File: src/rtl/lut_cfg_pkg.sv
// lut_cfg_pkg
//   Constants and types shared by the configuration readback path and the
//   configuration load logic: frame header, CRC polynomial, default image
//   geometry, readback state encoding and a single-bit CRC-8 step.
package lut_cfg_pkg;

  localparam logic [7:0] CFG_HDR       = 8'hA5;
  localparam logic [7:0] CRC8_POLY     = 8'h07;
  localparam int         CRC_W         = 8;
  localparam int         DEF_WORD_W    = 33;
  localparam int         DEF_NUM_WORDS = 24;
  localparam int         DEF_ADDR_W    = 5;

  typedef enum logic [2:0] {
    ST_IDLE  = 3'd0,
    ST_HDR   = 3'd1,
    ST_FETCH = 3'd2,
    ST_WAIT  = 3'd3,
    ST_SHIFT = 3'd4,
    ST_CRC   = 3'd5,
    ST_DONE  = 3'd6
  } rb_state_t;

  // MSB-first CRC-8 update for one message bit, no reflection.
  function automatic logic [7:0] crc8_step(input logic [7:0] crc, input logic bit_in);
    logic fb;
    fb = crc[7] ^ bit_in;
    return {crc[6:0], 1'b0} ^ (fb ? CRC8_POLY : 8'h00);
  endfunction

endpackage

File: src/rtl/lut_cfg_readback_crc.sv
// crc8_serial
//   Bit-serial CRC-8 (poly 0x07, init 0x00) accumulator.
// Ports
//   clock   in   rising-edge clock
//   reset   in   async active-high reset, clears crc
//   clear   in   synchronous clear to init value
//   en      in   fold bit_in into the CRC this cycle
//   bit_in  in   message bit
//   crc     out  current CRC value
module crc8_serial
  import lut_cfg_pkg::*;
(
  input  logic       clock,
  input  logic       reset,
  input  logic       clear,
  input  logic       en,
  input  logic       bit_in,
  output logic [7:0] crc
);

  always_ff @(posedge clock or posedge reset) begin
    if (reset) begin
      crc <= 8'h00;
    end else if (clear) begin
      crc <= 8'h00;
    end else if (en) begin
      crc <= crc8_step(crc, bit_in);
    end
  end

endmodule

File: src/rtl/lut_cfg_readback.sv
// lut_cfg_readback
//   Reads the configuration image out of the config store and streams it as a
//   framed serial bitstream: header 0xA5, NUM_WORDS words MSB first, CRC-8 over
//   the payload. Bits move on serial_valid && serial_ready.
// Ports
//   clock         in   rising-edge clock
//   reset         in   async active-high reset
//   start         in   one-cycle frame request (ignored while busy)
//   busy          out  frame in progress
//   done          out  one-cycle pulse after last CRC bit transfers
//   mem_rd_en     out  config store read strobe
//   mem_addr      out  config store read address
//   mem_rdata     in   read data, valid one cycle after mem_rd_en
//   serial_out    out  current stream bit
//   serial_valid  out  serial_out holds a valid bit
//   serial_ready  in   sink accepts the bit
//
// state    | meaning
// ---------+-------------------------------------------------
// ST_IDLE  | waiting for start
// ST_HDR   | shifting the 8 header bits
// ST_FETCH | read strobe for word word_idx
// ST_WAIT  | store data arrives, loaded into shift register
// ST_SHIFT | shifting WORD_W payload bits, CRC accumulating
// ST_CRC   | shifting the 8 CRC bits
// ST_DONE  | done pulse, back to idle
module lut_cfg_readback
  import lut_cfg_pkg::*;
#(
  parameter int NUM_WORDS = DEF_NUM_WORDS,
  parameter int WORD_W    = DEF_WORD_W,
  parameter int ADDR_W    = DEF_ADDR_W
) (
  input  logic              clock,
  input  logic              reset,
  input  logic              start,
  output logic              busy,
  output logic              done,
  output logic              mem_rd_en,
  output logic [ADDR_W-1:0] mem_addr,
  input  logic [WORD_W-1:0] mem_rdata,
  output logic              serial_out,
  output logic              serial_valid,
  input  logic              serial_ready
);

  localparam int CNT_W = $clog2(WORD_W + 1);

  rb_state_t         state, state_nx;
  logic [CNT_W-1:0]  bit_cnt;
  logic [WORD_W-1:0] shreg;
  logic [ADDR_W-1:0] word_idx;
  logic [7:0]        crc_val;
  logic [2:0]        byte_idx;
  logic              xfer;
  logic              last_bit;
  logic              last_word;
  logic              crc_clr;
  logic              crc_en;

  // bit_cnt counts down the bits still to send in the current field.
  assign xfer      = serial_valid & serial_ready;
  assign last_bit  = (bit_cnt == CNT_W'(1));
  assign last_word = (word_idx == ADDR_W'(NUM_WORDS - 1));
  assign byte_idx  = 3'(bit_cnt - CNT_W'(1));
  assign mem_addr  = word_idx;

  always_ff @(posedge clock or posedge reset) begin
    if (reset) begin
      state <= ST_IDLE;
    end else begin
      state <= state_nx;
    end
  end

  always_comb begin
    state_nx     = state;
    busy         = 1'b0;
    done         = 1'b0;
    mem_rd_en    = 1'b0;
    serial_valid = 1'b0;
    serial_out   = 1'b0;
    crc_clr      = 1'b0;
    crc_en       = 1'b0;
    case (state)
      ST_IDLE: begin
        if (start) begin
          crc_clr  = 1'b1;
          state_nx = ST_HDR;
        end
      end
      ST_HDR: begin
        busy         = 1'b1;
        serial_valid = 1'b1;
        serial_out   = CFG_HDR[byte_idx];
        if (xfer && last_bit) state_nx = ST_FETCH;
      end
      ST_FETCH: begin
        busy      = 1'b1;
        mem_rd_en = 1'b1;
        state_nx  = ST_WAIT;
      end
      ST_WAIT: begin
        busy     = 1'b1;
        state_nx = ST_SHIFT;
      end
      ST_SHIFT: begin
        busy         = 1'b1;
        serial_valid = 1'b1;
        serial_out   = shreg[WORD_W-1];
        crc_en       = xfer;
        if (xfer && last_bit) state_nx = last_word ? ST_CRC : ST_FETCH;
      end
      ST_CRC: begin
        busy         = 1'b1;
        serial_valid = 1'b1;
        serial_out   = crc_val[byte_idx];
        if (xfer && last_bit) state_nx = ST_DONE;
      end
      ST_DONE: begin
        done     = 1'b1;
        state_nx = ST_IDLE;
      end
      default: state_nx = ST_IDLE;
    endcase
  end

  always_ff @(posedge clock or posedge reset) begin
    if (reset) begin
      bit_cnt  <= '0;
      shreg    <= '0;
      word_idx <= '0;
    end else begin
      case (state)
        ST_IDLE: begin
          if (start) begin
            word_idx <= '0;
            bit_cnt  <= CNT_W'(CRC_W);
          end
        end
        ST_HDR, ST_CRC: begin
          if (xfer) bit_cnt <= bit_cnt - CNT_W'(1);
        end
        ST_WAIT: begin
          shreg   <= mem_rdata;
          bit_cnt <= CNT_W'(WORD_W);
        end
        ST_SHIFT: begin
          if (xfer) begin
            shreg <= {shreg[WORD_W-2:0], 1'b0};
            if (last_bit) begin
              // The index parks on the last word so mem_addr holds it while idle.
              if (!last_word) word_idx <= word_idx + ADDR_W'(1);
              bit_cnt <= CNT_W'(CRC_W);
            end else begin
              bit_cnt <= bit_cnt - CNT_W'(1);
            end
          end
        end
        default: ;
      endcase
    end
  end

  // The CRC is sampled only in ST_CRC, after the last payload bit has been folded in.
  crc8_serial u_crc (
    .clock  (clock),
    .reset  (reset),
    .clear  (crc_clr),
    .en     (crc_en),
    .bit_in (shreg[WORD_W-1]),
    .crc    (crc_val)
  );

endmodule
File: config.mk
export PLATFORM = sky130hd
export DESIGN_NAME = lut_cfg_readback
export DESIGN_NICKNAME = d
export VERILOG_FILES = /design/src/rtl/lut_cfg_pkg.sv /design/src/rtl/lut_cfg_readback_crc.sv /design/src/rtl/lut_cfg_readback.sv
export SDC_FILE = /design/constraint.sdc
export NUM_CORES = 1
export LEC_CHECK = 0
export CAP_MARGIN = 25
export CORE_MARGIN = 4
export CORE_UTILIZATION = 50
export CTS_CLUSTER_DIAMETER = 150
export CTS_CLUSTER_SIZE = 14
export DETAILED_ROUTE_END_ITERATION = 10
export PLACE_DENSITY_LB_ADDON = 0.05
export SYNTH_ARGS = -nofsm -noshare
export SYNTH_HDL_FRONTEND = slang
export SYNTH_SLANG_ARGS = --single-unit
File: constraint.sdc
create_clock -name clock -period 2.2 [get_ports clock]
set_clock_uncertainty 0.05 [all_clocks]
set_input_delay 0.66 -clock clock [delete_from_list [all_inputs] [get_ports clock]]
set_output_delay 0.66 -clock clock [all_outputs]
set_load 0.005 [all_outputs]
# --- Yosys cells after proc, flatten, opt, wreduce, memory -nomap -nowiden ---
# Memories as Yosys holds them, arrays and structs flattened.
# Index checks and enable logic that the tools add are counted.
word_totals:
  ff_bits: 55
  latch_bits: 0
  ram_bits: 0
  romBits: 8
  inputBits: 37
  output_inout_bits: 10
  wordCells: 73
  n_memories: 1
memory_table:
  columns: ["name", "words", "word_bits", "read_ports", "rd_ports_with_merged_regs", "write_ports", "line", "source"]
  rows:
  - ["(name not given)", 8, 1, 1, 0, 0, "lut_cfg_readback.sv:95", "serial_out = CFG_HDR[byte_idx];"]
op_classes:
  addsub: 2
  mul: 0
  div: 0
  n_lt_le_gt_ge: 1
  eq_ne: 16
  shifts: 0
  muxes: 32
  bitwise_logic: 3
  reduce_logical: 13
ops:
  columns: ["op", "n"]
  rows:
  - ["33-bit case mux with 2 select lines", 1]
  - ["33-bit 2-to-1 mux", 1]
  - ["6-bit 2-to-1 mux", 4]
  - ["6-bit case mux with 4 select lines", 1]
  - ["5-bit 2-to-1 mux", 4]
  - ["3-bit 2-to-1 mux", 6]
  - ["3-bit case mux with 6 select lines", 1]
  - ["8-bit 2-to-1 mux", 2]
  - ["2-bit inequality test (second input constant)", 8]
  - ["5-bit case mux with 2 select lines", 1]
  - ["3-bit == test (second input constant)", 3]
  - ["1-bit 2-to-1 mux", 9]
  - ["4-bit AND reduction", 2]
  - ["8-bit bitwise XOR", 1]
  - ["3-bit by 2-bit == test with 1-bit output (second input constant)", 2]
  - ["6-bit by 1-bit == test with 1-bit output (second input constant)", 1]
  - ["2-bit nonzero test", 3]
  - ["6-bit by 1-bit subtractor with 6-bit output (second input constant)", 1]
  - ["5-bit by 1-bit adder with 5-bit output (second input constant)", 1]
  - ["5-bit == test (second input constant)", 1]
  - ["5-bit AND reduction", 1]
  - ["5-bit OR reduction", 1]
  - ["3-bit by 4-bit < comparator with 1-bit output (second input constant)", 1]
  - ["4-bit nonzero test", 1]
  - ["10 further kinds", 10]

# --- Longest topological paths before layout ---
# Gate-level depths: netlist (run 1).
depth:
  word_depth: 7
  mapped_depth: 7

# --- By module ---
# A second synthesis (run 1) with hierarchy kept.
unflattened:
  hier_cells: 298
  hier_area_um2: 2961.6
by_module_without_submodules:
  columns: ["mod", "n_inst", "cells_each", "area_per_inst_um2"]
  rows:
  - ["lut_cfg_readback", 1, 265, 2585.0]
  - ["crc8_serial", 1, 33, 376.6]

# --- Worst setup path before layout (run 1) ---
# No wires, ideal clock.
synth_timing:
  path_type: "register -> output"
  start: "register bit_cnt[0]"
  end: "output port serial_out"
  arrival_ns: 1.411
  slack_ns: 0.079
  path_stages_with_launch: 8
  path_buffers: 1
  cell_sequence: "dfrtp_1 -> buf_2 -> inv_1 -> ha_1 -> xnor2_1 -> xnor2_1 -> a31oi_1 -> o22ai_1"
synth_via:
  elab_chain_cells: 4
  word_cells_on_any_way: 6
synth_rtl:
  columns: ["element", "line", "source"]
  rows:
  - ["start: declaration", "lut_cfg_readback.sv:50", "logic [CNT_W-1:0] bit_cnt;"]
  - ["start signal: assignment", "lut_cfg_readback.sv:138", "bit_cnt <= CNT_W'(CRC_W);"]
  - ["start signal: assignment", "lut_cfg_readback.sv:142", "if (xfer) bit_cnt <= bit_cnt - CNT_W'(1);"]
  - ["start signal: assignment", "lut_cfg_readback.sv:146", "bit_cnt <= CNT_W'(WORD_W);"]
  - ["6-bit by 1-bit subtractor with 6-bit output (*)", null, null]
  - ["memory 8 x 1 bit or 1-bit binary-select mux with 3-bit select (tied branches)", null, null]
  - ["1-bit 2-to-1 mux (on tied branches)", "lut_cfg_readback.sv:95, lut_cfg_readback.sv:117", null]
  - ["1-bit case mux with 3 select lines (*)", "lut_cfg_readback.sv:85", "case (state)"]
  - ["end: declaration", "lut_cfg_readback.sv:42", "output logic serial_out,"]
# Mark *: on every way between the ends. The rest lies on a longest branch, timed or not. The select of a mux whose other input is x is not followed.

# --- Worst setup path in the final report (run 1) ---
layout_timing:
  start: "register bit_cnt[1]"
  end: "output port serial_out"
# Same word-level chain as after synthesis.

==> summary.md, run 1 <==
| Metric | Value |
|---|---|
| Outcome | complete, but fails checks |
| Violated checks | setup timing |
| Synth Instances | 283 |
| Number of synthesized register bits | 55 |
| Placer congestion estimate | 0.7986 |
| Seq/Total Area, Yosys | 0.4760 |
| Worst endpoint data arrival time | 1680 ps |
| Final cell count without fillers | 435 |
| Wire length of the first global-routing pass | between 10000 and 15000 um |
| Worst path setup slack after routing | -186.6 ps |
| Count of buffers from port buffering | 46 |
| Largest incremental delay on the critical path | between 300 and 400 ps |
| Clock transition at path regs | 100 ps |
| Critical Setup Path Class | flip-flop to output pin |
| Vias in the first global route | roughly 2300 |
| Clock tree from TritonCTS | built |
| Combinational cell fraction of total power | 0.486 |
| Number of distinct standard cells referenced by the synthesized netlist | 56 |
| Post-route ant nets | 0 |
| Area growth syn-to-layout | 33.10% |
| Unrepaired setup endpoints after global routing | yes |
| Internal Power | around 2.7 mW |
| Vertical die dimension | 84.05 um |
| Effective utilization at floorplan | 0.5187 |
| Total number of H-tree levels | 2 |
| Number of violations reported at the end of detailed-routing iteration 0 | 72 |
| Clock buffers created by TritonCTS | 5 |
| Number of max-slew violations in the final report | 0 |
| Hold Crit Class | flip-flop to flip-flop |
| Worst Setup End Kind | output pin |
| Aggregate negative setup slack | -186.6 ps |
| Vias post-DR | 2351 |
| Post-layout minimum cycle time | roughly 2400 ps |
| Overall die width | 84.05 um |
| Antenna Cells | 0 |
| Maximum vdd ir drop | 0.6276 mV |
| Peak fanout along the critical path | 3 |
| Global-route total usage across every layer | 0.1864 |
| Post-Synthesis Net Count | 323 |
| Final routed DRC violation total | 0 |
| Clock share of power | 0.130 |
| Initial antenna violation count | 0 |
| Max frequency | 419.0 MHz |
| Sequential Power Share | 0.384 |
| Cells after DPL | 417 |
| Total leakage power | 1.832 nW |
| Kind of start point of the critical path | flip-flop |
| Relative max-transition margin | 0.6234 |
| Pin count of the biggest net entering global routing | 58 |
| DIE AREA | 7064 sq um |
| Floorplan Core Area | 5574 sq um |
| Total net switching power | around 1.6 mW |
| Post-cts hold buffer count | 0 |
| CTS max path bufs | 2 |
| Fin util | 0.6905 |
| YS warnings | 0 |
| Count of clock tree sinks | 55 |
| Max-cap viol count | 0 |
| Total of endpoints with negative setup slack in the final report | 1 |
| HPWL reported at the end of detailed placement | 4532 um |
| Nets | 402 |
| Mean instance size in the synthesized netlist | 10.22 sq um |
| Actual slew at the worst max-slew pin | 562.9 ps |
| Detailed Routing Iterations Pass 1 | 4 |
| Ratio of routed vias to standard cells | 5.405 |
| Switching portion of total power | 0.3696 |
| Per-cell routed wire length | 14.79 um |
| Clock latency of the later-clocked register in the worst-skew pair | 310 ps |
| Final WL | 6434 um |
| Cell type of the slowest stage on the worst timing path | sky130_fd_sc_hd__dfrtp_1 |
| Most used flip-flop cell after synthesis | sky130_fd_sc_hd__dfrtp_1 |
| Cells along the critical path | inv_2, ha_4, mux4_2, mux2i_1, o22ai_1, buf_2 |
| Number of endpoints with negative hold slack in the final report | 0 |
| Pwr/cell area | 1094 nW/um^2 |
| Final Cycle Share | 1.085 |
| Clock Tree Root | sky130_fd_sc_hd__clkbuf_8 |
| Worst path required time | between 1000 and 1500 ps |
| Number of synthesized flops with an enable pin | 0 |
| Proportion of layout cells with a drive suffix above 1 | 0.2066 |
| Number of rows created at floorplan | 27 |
| Gr ovfl total | 0 |
| Tot Pwr | around 4.2 mW |
| Count of boundary I/O pins | 47 |
| Ys async rst share | 1.000 |
| Netlist area before placement | about 2900 sq um |
power by group through the flow:
stage	registers (mW)	clock network, mW	logic, mW
after floorplan	1.57	0	1.23
final	1.62	0.547	2.05
after global routing	1.66	0.605	2.27
after CTS	1.62	0.561	2.04
after detailed placement	1.65	0	1.89
after global placement	1.64	0	1.80
stage by stage:
step / setup WS (ps) / cell area, sq um / hold WS, ps
final: -186.6 / 3849 / 437.1
after global routing: -321.9 / 3849 / 460.6
after CTS: -224.0 / 3836 / 442.1
after detailed placement: -304.7 / 3657 / 419.3
after global placement: -465.9 / 3637 / 411.5
after floorplan: 79.32 / 2892 / 399.2
flip-flops by register name (all words and copies together), names as in the netlist:
name	count
shreg	33
state	3
mem_addr	5
u_crc.crc	8
bit_cnt	6
metal layers:
| metal | global-route usage | vias up | share of wire |
|---|---|---|---|
| li1 | - | 1180 | - |
| met1 | 0.2421 | 1115 | 0.47 |
| met2 | 0.3149 | 46 | 0.47 |
| met3 | 0.03949 | 10 | 0.040 |
| met4 | 0.04971 | 0 | 0.015 |
| met5 | 0 | - | 0 |
cells by family after synthesis:
| group | after synthesis | synth area share |
|---|---|---|
| multiplexers | 36 | 0.1333 |
| flip-flops | 55 | 0.4760 |
| adder cells (fa/ha/maj) | 3 | 0.01298 |
| AO/OA/AOI/OAI | 79 | 0.1826 |
| buffers and inverters | 27 | 0.04413 |
| XOR/XNOR | 5 | 0.01515 |
| AND/OR/NAND/NOR | 78 | 0.1359 |
final cells by class:
cell class / count / area [sq um]
clock buffers: 6 / 72.57
clock inverters: 2 / 12.51
fillers: 461 / 1725
inverters: 10 / 37.54
multi-input cells: 201 / 1423
flip-flops and latches: 55 / 1379
well taps: 72 / 90.09
repair buffers: 89 / 834.6
worst paths after layout:
path | start | to | slack, ps | depth (start not counted)
worst max-delay path | bit_cnt[1]$_DFFE_PP0P_ | serial_out | -190 | 6
worst min-delay path | shreg[4]$_DFFE_PP0P_ | shreg[4]$_DFFE_PP0P_ | 440 | 2
worst max register to register | bit_cnt[2]$_DFFE_PP0P_ | mem_addr[2]$_DFFE_PP0P_ | 120 | 5
worst min register to register | shreg[4]$_DFFE_PP0P_ | shreg[4]$_DFFE_PP0P_ | 440 | 2
max in group asynchronous | reset | state[2]$_DFFE_PP0P_ | 1160 | 3
min in group asynchronous | reset | u_crc.crc[1]$_DFFE_PP0P_ | 660 | 3
cells in the mapped netlist (all sizes together) (3+ instances only):
cell type	instances	share of area
dfrtp	55	0.48
nand2	40	0.053
mux2i	34	0.12
nand3	4	0.0069
nor2b	3	0.0065
clkbuf	10	0.013
nor3	4	0.0069
nor2	9	0.014
or3	3	0.0069
a21oi	7	0.013
xor2	3	0.0091
o21ai	39	0.068
ha	3	0.013
buf	7	0.018
a22o	10	0.030
inv	9	0.012
worst max-delay path: cells and delay by family (launching register included):
family          cells  cell delay [ps]
flops               1              380
compound gates      1               80
fa+ha+maj           1              280
mux                 2              440
buf+inv             2              190
cells in the final DEF, fill, tap and decap left out, types with 2 or more instances in the layout:
| master | synthesis | routed |
|---|---|---|
| sky130_fd_sc_hd__a21oi_1 | 6 | 6 |
| sky130_fd_sc_hd__o22ai_1 | 2 | 2 |
| sky130_fd_sc_hd__a22o_1 | 10 | 10 |
| sky130_fd_sc_hd__nand3_1 | 4 | 4 |
| sky130_fd_sc_hd__nor2_1 | 8 | 7 |
| sky130_fd_sc_hd__nor2_4 | 1 | 2 |
| sky130_fd_sc_hd__inv_2 | 0 | 4 |
| sky130_fd_sc_hd__o21a_1 | 2 | 2 |
| sky130_fd_sc_hd__a31oi_1 | 2 | 2 |
| sky130_fd_sc_hd__xor2_1 | 3 | 3 |
| sky130_fd_sc_hd__clkdlybuf4s50_1 | 0 | 41 |
| sky130_fd_sc_hd__mux2i_1 | 34 | 34 |
| sky130_fd_sc_hd__a221o_1 | 2 | 2 |
| sky130_fd_sc_hd__inv_1 | 9 | 5 |
| sky130_fd_sc_hd__or2_2 | 2 | 2 |
| sky130_fd_sc_hd__nor2b_1 | 3 | 2 |
| sky130_fd_sc_hd__o31ai_1 | 2 | 2 |
| sky130_fd_sc_hd__buf_12 | 0 | 4 |
| sky130_fd_sc_hd__ha_1 | 3 | 2 |
| sky130_fd_sc_hd__clkbuf_8 | 0 | 5 |
| sky130_fd_sc_hd__nor3_1 | 4 | 4 |
| sky130_fd_sc_hd__dfrtp_1 | 55 | 53 |
| sky130_fd_sc_hd__dfrtp_2 | 0 | 2 |
| sky130_fd_sc_hd__or3_1 | 2 | 2 |
| sky130_fd_sc_hd__buf_4 | 2 | 37 |
| sky130_fd_sc_hd__dlygate4sd2_1 | 0 | 3 |
| sky130_fd_sc_hd__mux4_2 | 2 | 2 |
| sky130_fd_sc_hd__buf_6 | 2 | 2 |
| sky130_fd_sc_hd__nand2_1 | 39 | 39 |
| sky130_fd_sc_hd__o21ai_1 | 2 | 2 |
| sky130_fd_sc_hd__o21ai_0 | 37 | 37 |
| sky130_fd_sc_hd__a211o_1 | 2 | 2 |
what timing repair did:
| action | in CTS | in global routing |
|---|---|---|
| pin swaps | 2 | 2 |
| resized for setup | 18 | 2 |
| gates cloned | 0 | 0 |
| setup endpoints to repair | 5 | 2 |
| setup buffers | 9 | 1 |
No activity file was read; power rests on OpenSTA's default activity.
==> inputs of run 2 (changes only) <==
--- a/config.mk
+++ b/config.mk
@@ -11,6 +11,7 @@
 export CTS_CLUSTER_DIAMETER = 150
 export CTS_CLUSTER_SIZE = 14
 export DETAILED_ROUTE_END_ITERATION = 10
+export GPL_TIMING_DRIVEN = 1
 export PLACE_DENSITY_LB_ADDON = 0.05
 export SYNTH_ARGS = -nofsm -noshare
 export SYNTH_HDL_FRONTEND = slang
==> results of run 2 <==
Final layout, timing and power as in run 1 (identical DEF).
==> inputs of run 3 (changes only) <==
--- a/config.mk
+++ b/config.mk
@@ -16,3 +16,4 @@
 export SYNTH_ARGS = -nofsm -noshare
 export SYNTH_HDL_FRONTEND = slang
 export SYNTH_SLANG_ARGS = --single-unit
+export TNS_END_PERCENT = 1
==> run 3 against run 2 <==
Against the previous run:
- the flow still finishes with violations (setup timing)
- die area did not move
- design area decreased by 1.6%
- first-iteration DRC count down 6.9%
- worst setup slack worse by 10 ps
- hold slack got worse by 2.4 ps
- flip-flop and latch count stayed put
- critical endpoint unchanged
- sequential share of layout area up 0.58 points
- non-clock buffer count fell by 7
- via count shrank 1.2%
==> summary.md, run 3 (synthesized netlist as in run 1, its figures left out) <==
| Metric | Value |
|---|---|
| Gr ovfl total | 0 (unchanged) |
| Outcome | complete, but fails checks |
| Final WL | 6267 um (-2.6%) |
| Clock Tree Root | sky130_fd_sc_hd__clkbuf_8 |
| Cell type of the slowest stage on the worst timing path | sky130_fd_sc_hd__dfrtp_1 |
| Worst Setup End Kind | output pin |
| Number of violations reported at the end of detailed-routing iteration 0 | 67 (-6.9%) |
| Count of buffers from port buffering | 46 (unchanged) |
| Violated checks | setup timing |
| Effective utilization at floorplan | 0.5187 (unchanged) |
| Post-route ant nets | 0 (unchanged) |
| Filler Cell Count | 475 (+3.0%) |
| Ratio of routed vias to standard cells | 5.428 (+0.43%) |
| Kind of start point of the critical path | flip-flop |
| Proportion of layout cells with a drive suffix above 1 | 0.1854 (-0.02122) |
| Clock transition at path regs | 100 ps (about the same) |
| Wire length of the first global-routing pass | 10430 um (-2.3%) |
| Clock latency of the later-clocked register in the worst-skew pair | 310 ps (about the same) |
| Total of endpoints with negative setup slack in the final report | 3 (+2) |
| Worst endpoint data arrival time | 1690 ps (about the same) |
| Initial antenna violation count | 0 (unchanged) |
| Largest incremental delay on the critical path | 380 ps (about the same) |
| Total number of H-tree levels | 2 (unchanged) |
| Placer congestion estimate | 0.7986 (unchanged) |
| Worst path setup slack after routing | -196.9 ps (-10.29 ps) |
| Critical Setup Path Class | flip-flop to output pin |
| Relative max-transition margin | 0.6226 (-0.0008500) |
| Clock tree from TritonCTS | built |
| Vias post-DR | 2323 (-1.2%) |
| Total leakage power | 1.772 nW (-3.3%) |
| Max-cap viol count | 0 (unchanged) |
| Unrepaired setup endpoints after global routing | yes |
| Detailed Routing Iterations Pass 1 | 4 (unchanged) |
| Fin util | 0.6795 (-0.01100) |
| Reg with most FFs | shreg |
| Nets | 395 (-1.7%) |
| Pin count of the biggest net entering global routing | 58 (unchanged) |
| Largest register FFs | 33 (unchanged) |
| Antenna Cells | 0 (unchanged) |
| Max frequency | 417.2 MHz (-0.43%) |
| Number of endpoints with negative hold slack in the final report | 0 (unchanged) |
| Area growth syn-to-layout | 30.98% |
| Per-cell routed wire length | 14.64 um (-1.0%) |
| Number of max-slew violations in the final report | 0 (unchanged) |
| Most common cell after layout, fill and taps aside | sky130_fd_sc_hd__dfrtp_1 |
| Vertical die dimension | 84.05 um (unchanged) |
| Hold Crit Class | flip-flop to flip-flop |
| CTS max path bufs | 2 (unchanged) |
| Worst path required time | 1490 ps (about the same) |
| Maximum vdd ir drop | 0.6255 mV (-0.34%) |
| Worst Path Buf+Inv | 2 (unchanged) |
| Post-cts hold buffer count | 0 (unchanged) |
| Number of rows created at floorplan | 27 (unchanged) |
| HPWL reported at the end of detailed placement | 4532 um (unchanged) |
| Overall die width | 84.05 um (unchanged) |
| Highest-count cells in the layout ignoring fill and taps | 53 x sky130_fd_sc_hd__dfrtp_1, 43 x sky130_fd_sc_hd__clkdlybuf4s50_1, 39 x sky130_fd_sc_hd__nand2_1 |
| Floorplan Core Area | 5574 sq um (unchanged) |
| Peak fanout along the critical path | 3 (unchanged) |
| Registers with the highest flip-flop counts | shreg x33, u_crc.crc x8, bit_cnt x6 |
| Clock buffers created by TritonCTS | 5 (unchanged) |
| Global-route total usage across every layer | 0.1814 (-0.004999) |
| Vias in the first global route | 2250 (-2.4%) |
| Final routed DRC violation total | 0 (unchanged) |
| Count of clock tree sinks | 55 (unchanged) |
| Cells along the critical path | inv_2, ha_4, mux4_2, mux2i_1, o22ai_1, buf_2 |
| DIE AREA | 7064 sq um (unchanged) |
| Tot Pwr | 4.120 mW (-2.1%) |
| Category of cells accounting for the largest share of critical-path delay | multiplexers |
| Final Cycle Share | 1.089 (+0.004680) |
| Pwr/cell area | 1088 nW/um^2 (-0.55%) |
| Count of boundary I/O pins | 47 (unchanged) |
| Post-layout minimum cycle time | 2397 ps (+10.30 ps) |
| Actual slew at the worst max-slew pin | 564.2 ps (+1.269 ps) |
## run 3: changes by cell type in the layout (fill, tap and decap cells not counted), sizes merged
| cell | delta |
|---|---|
| clkdlybuf4s50 | +2 |
| buf | -7 |
| dlymetal6s2s | -1 |
| dlygate4sd2 | -1 |
## run 3: worst paths after layout
| kind | from | to | slack [ps] | cells past startpoint |
|---|---|---|---|---|
| max reg2reg | bit_cnt[2]$_DFFE_PP0P_ | mem_addr[2]$_DFFE_PP0P_ | 110 | 5 |
| max | bit_cnt[1]$_DFFE_PP0P_ | serial_out | -200 | 6 |
| min in group asynchronous | reset | u_crc.crc[1]$_DFFE_PP0P_ | 650 | 3 |
| max in group asynchronous | reset | state[2]$_DFFE_PP0P_ | 1160 | 3 |
| min | shreg[4]$_DFFE_PP0P_ | shreg[4]$_DFFE_PP0P_ | 430 | 2 |
| min reg2reg | shreg[4]$_DFFE_PP0P_ | shreg[4]$_DFFE_PP0P_ | 430 | 2 |
## run 3: layout make-up
type | count | area [sq um] | share of cell area
Sequential cell | 55 | 1379 | 0.3641
Clock buffer | 6 | 72.57 | 0.01916
Tap cell | 72 | 90.09 | 0.02379
Multi-Input combinational cell | 201 | 1418 | 0.3743
Clock inverter | 2 | 12.51 | 0.003304
Inverter | 10 | 38.79 | 0.01024
Timing Repair Buffer | 82 | 777.0 | 0.2052
## run 3: layer usage
| metal | share of wire | up-vias | global-route usage |
|---|---|---|---|
| li1 | - | 1164 | - |
| met1 | 0.48 | 1107 | 0.2395 |
| met2 | 0.47 | 44 | 0.3034 |
| met3 | 0.040 | 8 | 0.03949 |
| met4 | 0.012 | 0 | 0.04386 |
| met5 | 0 | - | 0 |
## run 3: tightest hold or removal path: stages (launching register included)
cell and delay [ps]:
sky130_fd_sc_hd__dfrtp_1 360, sky130_fd_sc_hd__nand2_1 40, sky130_fd_sc_hd__o21ai_0 60
## run 3: per-stage QoR
step | cells | hold slack [ps] | TNS (ps) | setup WS [ps] | area, sq um
detailed placement | 417 | 419.3 | -506.0 | -304.7 | 3657
global route | 428 | 460.6 | -682.9 | -325.8 | 3787
finish | 428 | 434.7 | -382.8 | -196.9 | 3787
floorplan | 283 | 399.2 | 0 | 79.32 | 2892
CTS | 427 | 442.1 | -455.9 | -227.4 | 3777
global placement | 416 | 411.5 | -15420 | -465.9 | 3637
## run 3: where the power goes
part	internal, mW	switching, mW	leakage (nW)	total (mW)
clock	0.223	0.323	0.0412	0.547
combinational	0.986	0.944	1.03	1.93
sequential	1.38	0.260	0.705	1.64
## run 3: what timing repair did
action,in CTS,in global routing
resized for setup,14,1
endpoints found under the setup margin,5,4
pin swaps,2,2
buffers inserted,2,1
